File: config.mk
export PLATFORM = sky130hd
export DESIGN_NAME = operand_fetch_flat
export DESIGN_NICKNAME = d
export VERILOG_FILES = /design/src/rtl/opfetch_pkg.sv /design/src/rtl/operand_fetch_if.sv /design/src/rtl/operand_fetch_shifter.sv /design/src/rtl/operand_fetch.sv /design/src/flat_wrapper.sv
export SDC_FILE = /design/constraint.sdc
export NUM_CORES = 1
export LEC_CHECK = 0
export CAP_MARGIN = 0
export CORE_MARGIN = 2
export CORE_UTILIZATION = 50
export CTS_CLUSTER_DIAMETER = 120
export DETAILED_ROUTE_END_ITERATION = 10
export PLACE_DENSITY = 0.75
export SYNTH_ARGS = -nofsm -noshare
export SYNTH_HDL_FRONTEND = slang
export SYNTH_SLANG_ARGS = --single-unit
File: constraint.sdc
create_clock -name clk -period 5.6 [get_ports clk]
set_clock_uncertainty 0.1 [all_clocks]
set_input_delay 0.84 -clock clk [delete_from_list [all_inputs] [get_ports clk]]
set_output_delay 0.84 -clock clk [all_outputs]
set_load 0.01 [all_outputs]
File: src/rtl/opfetch_pkg.sv
// Shared types and defaults for the operand fetch stage.
// No logic; constants only.
// No handshake; consumed by operand_fetch, operand_shifter and operand_fetch_if.
//
// Contents: FSM state encoding, B-operand shift op codes, default widths.
package opfetch_pkg;

    localparam int DEF_WIDTH = 16;
    localparam int DEF_NREGS = 8;
    localparam int DEF_IMM_W = 5;

    typedef enum logic [1:0] {
        IDLE    = 2'd0,
        READ_A  = 2'd1,
        READ_B  = 2'd2,
        PRESENT = 2'd3
    } state_t;

    localparam logic [1:0] SH_NONE = 2'b00;
    localparam logic [1:0] SH_LSL  = 2'b01;
    localparam logic [1:0] SH_LSR  = 2'b10;
    localparam logic [1:0] SH_ASR  = 2'b11;

endpackage

File: src/rtl/operand_fetch_if.sv
// Bundle of request, register-write and ALU-side operand signals.
// No logic, no latency.
// out_valid/out_ready carry the operand handshake; start is ignored while busy.
//
// Signals: write/writenum/data_in (register write), start/rn/rm/shift/asel/bsel/imm
// (fetch request), out_valid/out_ready/Ain/Bin (operands to ALU), busy (status).
// master: drives requests and out_ready. slave: the operand_fetch block.
interface operand_fetch_if
    import opfetch_pkg::*;
#(
    parameter int WIDTH = DEF_WIDTH,
    parameter int NREGS = DEF_NREGS,
    parameter int IMM_W = DEF_IMM_W
);
    localparam int IDX_W = $clog2(NREGS);

    logic             write;
    logic [IDX_W-1:0] writenum;
    logic [WIDTH-1:0] data_in;
    logic             start;
    logic [IDX_W-1:0] rn;
    logic [IDX_W-1:0] rm;
    logic [1:0]       shift;
    logic             asel;
    logic             bsel;
    logic [IMM_W-1:0] imm;
    logic             out_ready;
    logic             out_valid;
    logic [WIDTH-1:0] Ain;
    logic [WIDTH-1:0] Bin;
    logic             busy;

    modport master (
        output write, writenum, data_in, start, rn, rm, shift, asel, bsel, imm, out_ready,
        input  out_valid, Ain, Bin, busy
    );

    modport slave (
        input  write, writenum, data_in, start, rn, rm, shift, asel, bsel, imm, out_ready,
        output out_valid, Ain, Bin, busy
    );

endinterface

File: src/rtl/operand_fetch_shifter.sv
// Single-bit shifter applied to the B operand (pass, LSL, LSR, ASR).
// Combinational, zero latency.
// No handshake.
//
// Ports: in (WIDTH) operand, shift (2) op code, out (WIDTH) shifted result; no carry out.
module operand_shifter
    import opfetch_pkg::*;
#(
    parameter int WIDTH = DEF_WIDTH
) (
    input  logic [WIDTH-1:0] in,
    input  logic [1:0]       shift,
    output logic [WIDTH-1:0] out
);

    always_comb begin
        out = in;
        case (shift)
            SH_NONE: out = in;
            SH_LSL:  out = {in[WIDTH-2:0], 1'b0};
            SH_LSR:  out = {1'b0, in[WIDTH-1:1]};
            SH_ASR:  out = {in[WIDTH-1], in[WIDTH-1:1]};
            default: out = in;
        endcase
    end

endmodule

File: src/rtl/operand_fetch.sv
// Register file plus two-cycle operand fetch feeding the ALU's Ain/Bin pair.
// Start sampled in IDLE; out_valid rises three edges later; one fetch per 4 cycles.
// Holds Ain/Bin stable in PRESENT until out_ready; start while busy is dropped.
//
// Ports: clk, reset (synchronous, active-high), bus (operand_fetch_if.slave):
//   write/writenum/data_in, start/rn/rm/shift/asel/bsel/imm, out_ready -> out_valid/Ain/Bin, busy.
// Build option: define OPERAND_FETCH_BYPASS_EN to forward a same-cycle write into the read latch.
module operand_fetch
    import opfetch_pkg::*;
#(
    parameter int WIDTH = DEF_WIDTH,
    parameter int NREGS = DEF_NREGS,
    parameter int IMM_W = DEF_IMM_W
) (
    input  logic            clk,
    input  logic            reset,
    operand_fetch_if.slave  bus
);

    localparam int IDX_W = $clog2(NREGS);

    logic [WIDTH-1:0] rf [NREGS];

    state_t state_q, state_d;

    // Controls captured when a fetch is accepted.
    logic [IDX_W-1:0] rn_q, rm_q;
    logic [1:0]       shift_q;
    logic             asel_q, bsel_q;
    logic [IMM_W-1:0] imm_q;

    logic [WIDTH-1:0] a_q;
    logic [WIDTH-1:0] ain_q, bin_q;

    logic [IDX_W-1:0] rd_idx;
    logic [WIDTH-1:0] rd_dat;
    logic [WIDTH-1:0] b_shifted;

    // One read port, time-shared: rn during READ_A, rm during READ_B.
    assign rd_idx = (state_q == READ_B) ? rm_q : rn_q;

    always_comb begin
        rd_dat = rf[rd_idx];
`ifdef OPERAND_FETCH_BYPASS_EN
        if (bus.write && (bus.writenum == rd_idx)) begin
            rd_dat = bus.data_in;
        end
`else
`endif
    end

    // The raw B value only exists on its way through the shifter into bin_q,
    // so the B latch and the Bin register are the same flop.
    operand_shifter #(.WIDTH(WIDTH)) u_shift (
        .in    (rd_dat),
        .shift (shift_q),
        .out   (b_shifted)
    );

    always_comb begin
        state_d       = state_q;
        bus.out_valid = 1'b0;
        bus.busy      = 1'b1;
        case (state_q)
            IDLE: begin
                bus.busy = 1'b0;
                if (bus.start) state_d = READ_A;
            end
            READ_A:  state_d = READ_B;
            READ_B:  state_d = PRESENT;
            PRESENT: begin
                bus.out_valid = 1'b1;
                if (bus.out_ready) state_d = IDLE;
            end
            default: state_d = IDLE;
        endcase
    end

    assign bus.Ain = ain_q;
    assign bus.Bin = bin_q;

    always_ff @(posedge clk) begin
        if (reset) begin
            state_q <= IDLE;
            for (int i = 0; i < NREGS; i++) begin
                rf[i] <= '0;
            end
            rn_q    <= '0;
            rm_q    <= '0;
            shift_q <= SH_NONE;
            asel_q  <= 1'b0;
            bsel_q  <= 1'b0;
            imm_q   <= '0;
            a_q     <= '0;
            ain_q   <= '0;
            bin_q   <= '0;
        end else begin
            state_q <= state_d;

            // Array write is the same in both builds; reads above see the old
            // contents unless forwarding is built in.
            if (bus.write) begin
                rf[bus.writenum] <= bus.data_in;
            end

            case (state_q)
                IDLE: begin
                    if (bus.start) begin
                        rn_q    <= bus.rn;
                        rm_q    <= bus.rm;
                        shift_q <= bus.shift;
                        asel_q  <= bus.asel;
                        bsel_q  <= bus.bsel;
                        imm_q   <= bus.imm;
                    end
                end
                READ_A: begin
                    a_q <= rd_dat;
                end
                READ_B: begin
                    ain_q <= asel_q ? '0 : a_q;
                    bin_q <= bsel_q ? {{(WIDTH-IMM_W){1'b0}}, imm_q} : b_shifted;
                end
                default: ;
            endcase
        end
    end

endmodule

File: src/flat_wrapper.sv
// flat-port wrapper written by rule: the top's interface ports become plain ports
module operand_fetch_flat import opfetch_pkg::*;
#(
    parameter int WIDTH = DEF_WIDTH,
    parameter int NREGS = DEF_NREGS,
    parameter int IMM_W = DEF_IMM_W
)
  (clk, reset, bus_write, bus_writenum, bus_data_in, bus_start, bus_rn, bus_rm, bus_shift, bus_asel, bus_bsel, bus_imm, bus_out_ready, bus_out_valid, bus_Ain, bus_Bin, bus_busy);
  operand_fetch_if #(.WIDTH(WIDTH), .NREGS(NREGS), .IMM_W(IMM_W)) bus_i ();
  input  logic clk;
  input  logic reset;
  input wire logic [$bits(bus_i.write)-1:0] bus_write;
  input wire logic [$bits(bus_i.writenum)-1:0] bus_writenum;
  input wire logic [$bits(bus_i.data_in)-1:0] bus_data_in;
  input wire logic [$bits(bus_i.start)-1:0] bus_start;
  input wire logic [$bits(bus_i.rn)-1:0] bus_rn;
  input wire logic [$bits(bus_i.rm)-1:0] bus_rm;
  input wire logic [$bits(bus_i.shift)-1:0] bus_shift;
  input wire logic [$bits(bus_i.asel)-1:0] bus_asel;
  input wire logic [$bits(bus_i.bsel)-1:0] bus_bsel;
  input wire logic [$bits(bus_i.imm)-1:0] bus_imm;
  input wire logic [$bits(bus_i.out_ready)-1:0] bus_out_ready;
  output wire logic [$bits(bus_i.out_valid)-1:0] bus_out_valid;
  output wire logic [$bits(bus_i.Ain)-1:0] bus_Ain;
  output wire logic [$bits(bus_i.Bin)-1:0] bus_Bin;
  output wire logic [$bits(bus_i.busy)-1:0] bus_busy;
  assign bus_i.write = bus_write;
  assign bus_i.writenum = bus_writenum;
  assign bus_i.data_in = bus_data_in;
  assign bus_i.start = bus_start;
  assign bus_i.rn = bus_rn;
  assign bus_i.rm = bus_rm;
  assign bus_i.shift = bus_shift;
  assign bus_i.asel = bus_asel;
  assign bus_i.bsel = bus_bsel;
  assign bus_i.imm = bus_imm;
  assign bus_i.out_ready = bus_out_ready;
  assign bus_out_valid = bus_i.out_valid;
  assign bus_Ain = bus_i.Ain;
  assign bus_Bin = bus_i.Bin;
  assign bus_busy = bus_i.busy;
  operand_fetch #(.WIDTH(WIDTH), .NREGS(NREGS), .IMM_W(IMM_W)) u_core (.clk(clk), .reset(reset), .bus(bus_i));
endmodule
# ---- After elaboration in Yosys (flattened, before gate mapping)
# Memories as Yosys holds them, arrays and structs flattened.
# Index checks and enable logic that the tools add are counted.
# W data, S select, Z words.
dict set report word_totals {
  regBits 65
  latch_bits 0
  mem_bits_rw 128
  mem_bits_ro 0
  inputBits 39
  mem_count 1
}
dict set report classes {
  addsub 0
  mul 0
  n_div 0
  magnitude_cmp 0
  n_eq_ne 8
  shift 0
  n_mux 17
  bitwise 0
  reduce_logical 5
}
# name words word_bits read_ports rd_clocked_by_memory_dff wr line
set memory_table {}
lappend memory_table {u_core.rf 8 16 1 0 8 operand_fetch.sv:22} ;# logic [WIDTH-1:0] rf [NREGS];
# operator n
set op_table {}
lappend op_table {{$pmux W16 S4} 1}
lappend op_table {{$mux W16} 3}
lappend op_table {{$reduce_or A16 Y1} 1}
lappend op_table {{$eq A2 B2 Y1 const B} 4}
lappend op_table {{$mux W1} 8}
lappend op_table {{$pmux W2 S4} 1}
lappend op_table {{$mux W3} 2}
lappend op_table {{$eq A2 B1 Y1 const B} 2}
lappend op_table {{$logic_not A2 Y1} 2}
lappend op_table {{$mux W2} 2}
lappend op_table {{$ne A2 B2 Y1 const B} 2}
lappend op_table {{$reduce_and A2 Y1} 2}

# ---- Depth between registers and ports, before layout
dict set report logic_depth {
  word_depth 5
  depth_mapped 12
  ltp_nobuf 8
}

# ---- By module
# From an unflattened synthesis, not the netlist that was laid out.
dict set report unflattened {
  cells_unflattened 981
  area_unflattened_um2 9691.8
}
# module instances cells_per_inst area_each_um2 seq_area_each_um2
set by_module_without_submodules {}
lappend by_module_without_submodules {operand_fetch 1 930 9336.5 5144.9}
lappend by_module_without_submodules {operand_shifter 1 51 355.3 0.0}

# ---- Worst setup path after synthesis
# No wires, ideal clock.
dict set report synth_path {
  path_type {input-to-reg}
  startpoint {input port bus_writenum[0]}
  endpoint {memory u_core.rf[0][0] (netlist name) (enable)}
  setup_ps 334
  arrival_time_ps 2041
  required_ps 5166
  path_slack_ps 3126
  cell_stages 3
  path_buffers 0
  cell_sequence {or3b_2 > nor3_1 > or2_2}
}
# element line
set synth_lines {}
lappend synth_lines {{from (decl)} flat_wrapper.sv:13} ;# input wire logic [$bits(bus_i.writenum)-1:0] bus_writenum;
lappend synth_lines {{to (decl)} operand_fetch.sv:22}

# ---- Final worst setup path
dict set report layout_path {
  startpoint {register u_core.state_q[0]}
  endpoint {register u_core.bin_q[3] (netlist: u_core.bus.Bin[3])}
}
dict set report layout_between {
  elab_chain_len 5
}
# element line
set layout_rtl {}
lappend layout_rtl {{from (decl)} operand_fetch.sv:24} ;# state_t state_q, state_d;
lappend layout_rtl {{from (signal assigned)} operand_fetch.sv:98} ;# state_q <= state_d;
lappend layout_rtl {{$eq A2 B2 Y1 (*)} {operand_fetch.sv:40, operand_fetch.sv:106}}
lappend layout_rtl {{$mux W3} operand_fetch.sv:40} ;# assign rd_idx = (state_q == READ_B) ? rm_q : rn_q;
lappend layout_rtl {{$mem_v2 Z8 W16} --}
lappend layout_rtl {{$pmux W16 S4} operand_fetch_shifter.sv:18} ;# case (shift)
lappend layout_rtl {{$mux W16} operand_fetch.sv:122} ;# bin_q <= bsel_q ? {{(WIDTH-IMM_W){1'b0}}, imm_q} : b_shifted;
lappend layout_rtl {{to (signal assigned)} operand_fetch.sv:122}
lappend layout_rtl {{to (decl)} operand_fetch.sv:33} ;# logic [WIDTH-1:0] ain_q, bin_q;
# Every way passes the cells marked *; elsewhere a longest branch is shown, timed or not.
# A chain may end at the register's enable or synchronous reset.

==> qor.yml <==
outcome:
  outcome: "complete, no violations"
worst_hold_path:
  hold_depth: 2
  holdCritStartpoint: "u_core.imm_q[3]$_SDFFE_PP0P_"
  min_to: "u_core.imm_q[3]$_SDFFE_PP0P_"
  hold_path_class: "reg -> reg"
sta:
  finalSetupViolations: 0
  worst_slack_ns: 2.28
  relSlewSlack_pct: 24.8
  period_needed_ns: 3.32
  timing.fmax_mhz: 301
  final.setup.tns_ns: 0
  rsz0062_at_grt: "no"
  tightest_slew_ns: 1.12
  final.period_utilization_pct: 59.3
  hold_viol_final: 0
  drv_slew: 0
  whs_ns: 0.354
global_routing:
  top_usage_layer: "met2"
  grtUsageMet1_pct: 36.3
  grt_pass1_wl_microns: 43700
  grtUsageTotal_pct: 26.9
  grt_use_met3_pct: 5.03
  grt-ovfl-total: 0
  grt_pass1_vias: 7590
  grt_max_degree: 68
  gr-usage-met2_pct: 43.2
  antenna_found_initial: 0
yosys:
  synth_edf_count: 128
  synth.distinct_cells: 91
  synth.avg_cell_area_sq_um: 10.3
  netlist.area_leader.share_pct: 38.6
  synth_flop_cell: "edfxtp_1"
  synthesis.nets: 1008
  synth_warnings: 0
  synth_seq_cells: 193
  syn_inst: 964
  yosysTopAreaCell: "edfxtp_1"
  yosys-top-cells-area: "edfxtp_1 (39%), dfxtp_1 (13%), and2_1 (8.6%), nor2_1 (3.1%), nand2_1 (2.7%)"
  yosysSeqAreaShare_pct: 51.7
  netlist_area_sq_um: 9960
  async_flop_share_pct: 0
setup_path:
  crit_chain: "inv_1 -> ha_2 -> buf_4 -> or2_1 -> o21ai_0 -> or4_1 -> o2111a_2 -> a22oi_1 -> a211oi_2"
  crit_buf_inv: 2
  reg2reg_to: "u_core.bus.Bin[3]$_SDFFE_PP0P_"
  cp.required_ns: 5.80
  end_kind: "flop"
  start_kind: "flop"
  crit_family: "simple AND/OR/NAND/NOR gates"
  reg2reg_slack_ns: 2.28
  arrival_ns: 3.52
  slowest_stage: "or2_1"
  path_max_fanout: 24
  critical_path_class: "reg -> reg"
  reg2reg_depth: 9
  cpPeakStageDelay_ns: 0.65
  r2r_start: "u_core.state_q[0]$_SDFFE_PP0P_"
cts:
  cts_tree: "yes"
  ctsHoldBuffers: 0
  cts_buffers: 17
  htreeDepth: 4
  cts_resized: 0
  clk_path_buf_depth: 2
  cts_setup_buffers: 0
  cts.reportedPaths.clkPinSlew_ns: 0.08
  cts.sinks: 193
  root_buffer: "clkbuf_16"
  clock_latency_ns: 0.44
finish:
  drive_gt1_share_pct: 10.1
  diodes: 0
  final_area_sq_um: 11300
  final_nets: 1048
  final_cells: 1282
  syn_to_final_growth_pct: 13.6
  final_cell_mix: "and2_1 (137), edfxtp_1 (128), nor2_1 (82)"
  final_common_cell: "and2_1"
detailed_routing:
  wl_microns: 28300
  drc: 0
  drt-initial-drc-count: 915
  post_drt_wl_per_cell_microns: 22.0
  drt_pass1_iterations: 7
  ant_nets: 0
  vias: 7902
  avgViaCountPerCell: 6.16
placed_design:
  dp_cells: 1250
  hpwl_microns: 18200
  placed_area_sq_um: 10700
  post-place-ws_ns: 1.93
  io_buffer_count: 72
  gp_congestion: 0.858
run:
  cap_violations: 0
floorplanning:
  rows: 51
  dieArea_sq_um: 21100
  io_pins: 73
  die_w_microns: 145
  die_h_microns: 145
  fp.coreArea_sq_um: 19500
  initial_core_util_pct: 51.0
power:
  ir_drop_mv: 0.289
  p_leak_nw: 3.90
  power.density_nw_per_um2: 404
power breakdown:
group | internal [mW] | switching [mW] | leakage, nW | total, mW
sequential | 1.68 | 0.153 | 1.76 | 1.83
combinational | 0.578 | 0.956 | 1.86 | 1.53
clock | 0.627 | 0.579 | 0.282 | 1.21
registers in the layout, indices dropped and copies added (netlist names):
| name | flops |
|---|---|
| u_core.bus.Ain | 16 |
| u_core.rm_q | 3 |
| u_core.a_q | 16 |
| u_core.state_q | 2 |
| u_core.rn_q | 3 |
| u_core.shift_q | 2 |
| u_core.bus.Bin | 16 |
| u_core.asel_q | 1 |
| u_core.rf | 128 |
| u_core.bsel_q | 1 |
| u_core.imm_q | 5 |
cell usage after synthesis (6+ instances only):
cell type,count
o21ai_0,37
nand2b_1,25
dfxtp_1,65
o211ai_1,16
nor3_1,13
nor2_1,82
a211oi_1,20
nand3b_1,8
a221oi_1,10
mux2i_1,9
buf_4,6
o22ai_1,13
a22oi_1,27
and2_1,137
clkbuf_1,29
or2_2,14
edfxtp_1,128
buf_2,16
a21oi_1,52
nor2b_1,25
nand2_1,71
inv_1,16
buf_6,10
metal layers:
layer | up-vias | wire length, microns | part of all wire (%)
li1 | 3586 | - | -
met1 | 3812 | 11700 | 41
met2 | 452 | 13200 | 47
met3 | 52 | 2660 | 9.4
met4 | 0 | 726 | 2.6
met5 | - | 0 | 0
logic make-up (layout without fill, tap and decap cells):
kind of cell	Yosys count	after routing	share of synthesized area [%]
buffers and inverters	83	136	4.42
flip-flops	193	193	51.7
AO/OA/AOI/OAI	259	259	19.5
adder cells (fa/ha/maj)	5	5	0.628
AND/OR/NAND/NOR	411	411	22.3
multiplexers	13	13	1.46
worst max-delay path by stage:
stage                                         startpoint                        endpoint  slack (ns)  cells past startpoint
final                     u_core.state_q[0]$_SDFFE_PP0P_  u_core.bus.Bin[3]$_SDFFE_PP0P_        2.28                      9
after global routing      u_core.state_q[0]$_SDFFE_PP0P_  u_core.bus.Bin[8]$_SDFFE_PP0P_        1.98                      9
after CTS                 u_core.state_q[0]$_SDFFE_PP0P_  u_core.bus.Bin[3]$_SDFFE_PP0P_        2.31                      9
after detailed placement                       bus_write  u_core.rf[6][10]$_SDFFCE_PN0P_        1.93                      4
after global placement                         bus_write  u_core.rf[6][11]$_SDFFCE_PN0P_        1.94                      4
after floorplan                          bus_writenum[0]   u_core.rf[0][0]$_SDFFCE_PN0P_        3.13                      3
worst register-to-register path: stages (launching register included):
cell and delay (ns):
dfxtp_1 0.33, inv_1 0.13, ha_2 0.34, buf_4 0.35
or2_1 0.66, o21ai_0 0.25, or4_1 0.54, o2111a_2 0.19
a22oi_1 0.18, a211oi_2 0.10
layout make-up:
type,instances,area [sq um]
Clock inverter,15,146
Fill cell,1696,8210
Sequential cell,193,5150
Inverter,18,67.6
Timing Repair Buffer,86,821
Tap cell,265,332
Multi-Input combinational cell,688,4380
Clock buffer,17,425
stage by stage:
stage | power (mW) | util, %
6_report | 4.58 | 58.0
5_1_grt | 4.78 | 58.0
4_1_cts | 4.55 | 58.0
3_5_place_dp | 3.36 | 55.0
3_3_place_gp | 3.32 | 55.0
2_1_floorplan | 2.90 | -
Note: power is estimated with default switching activity, not from simulation.
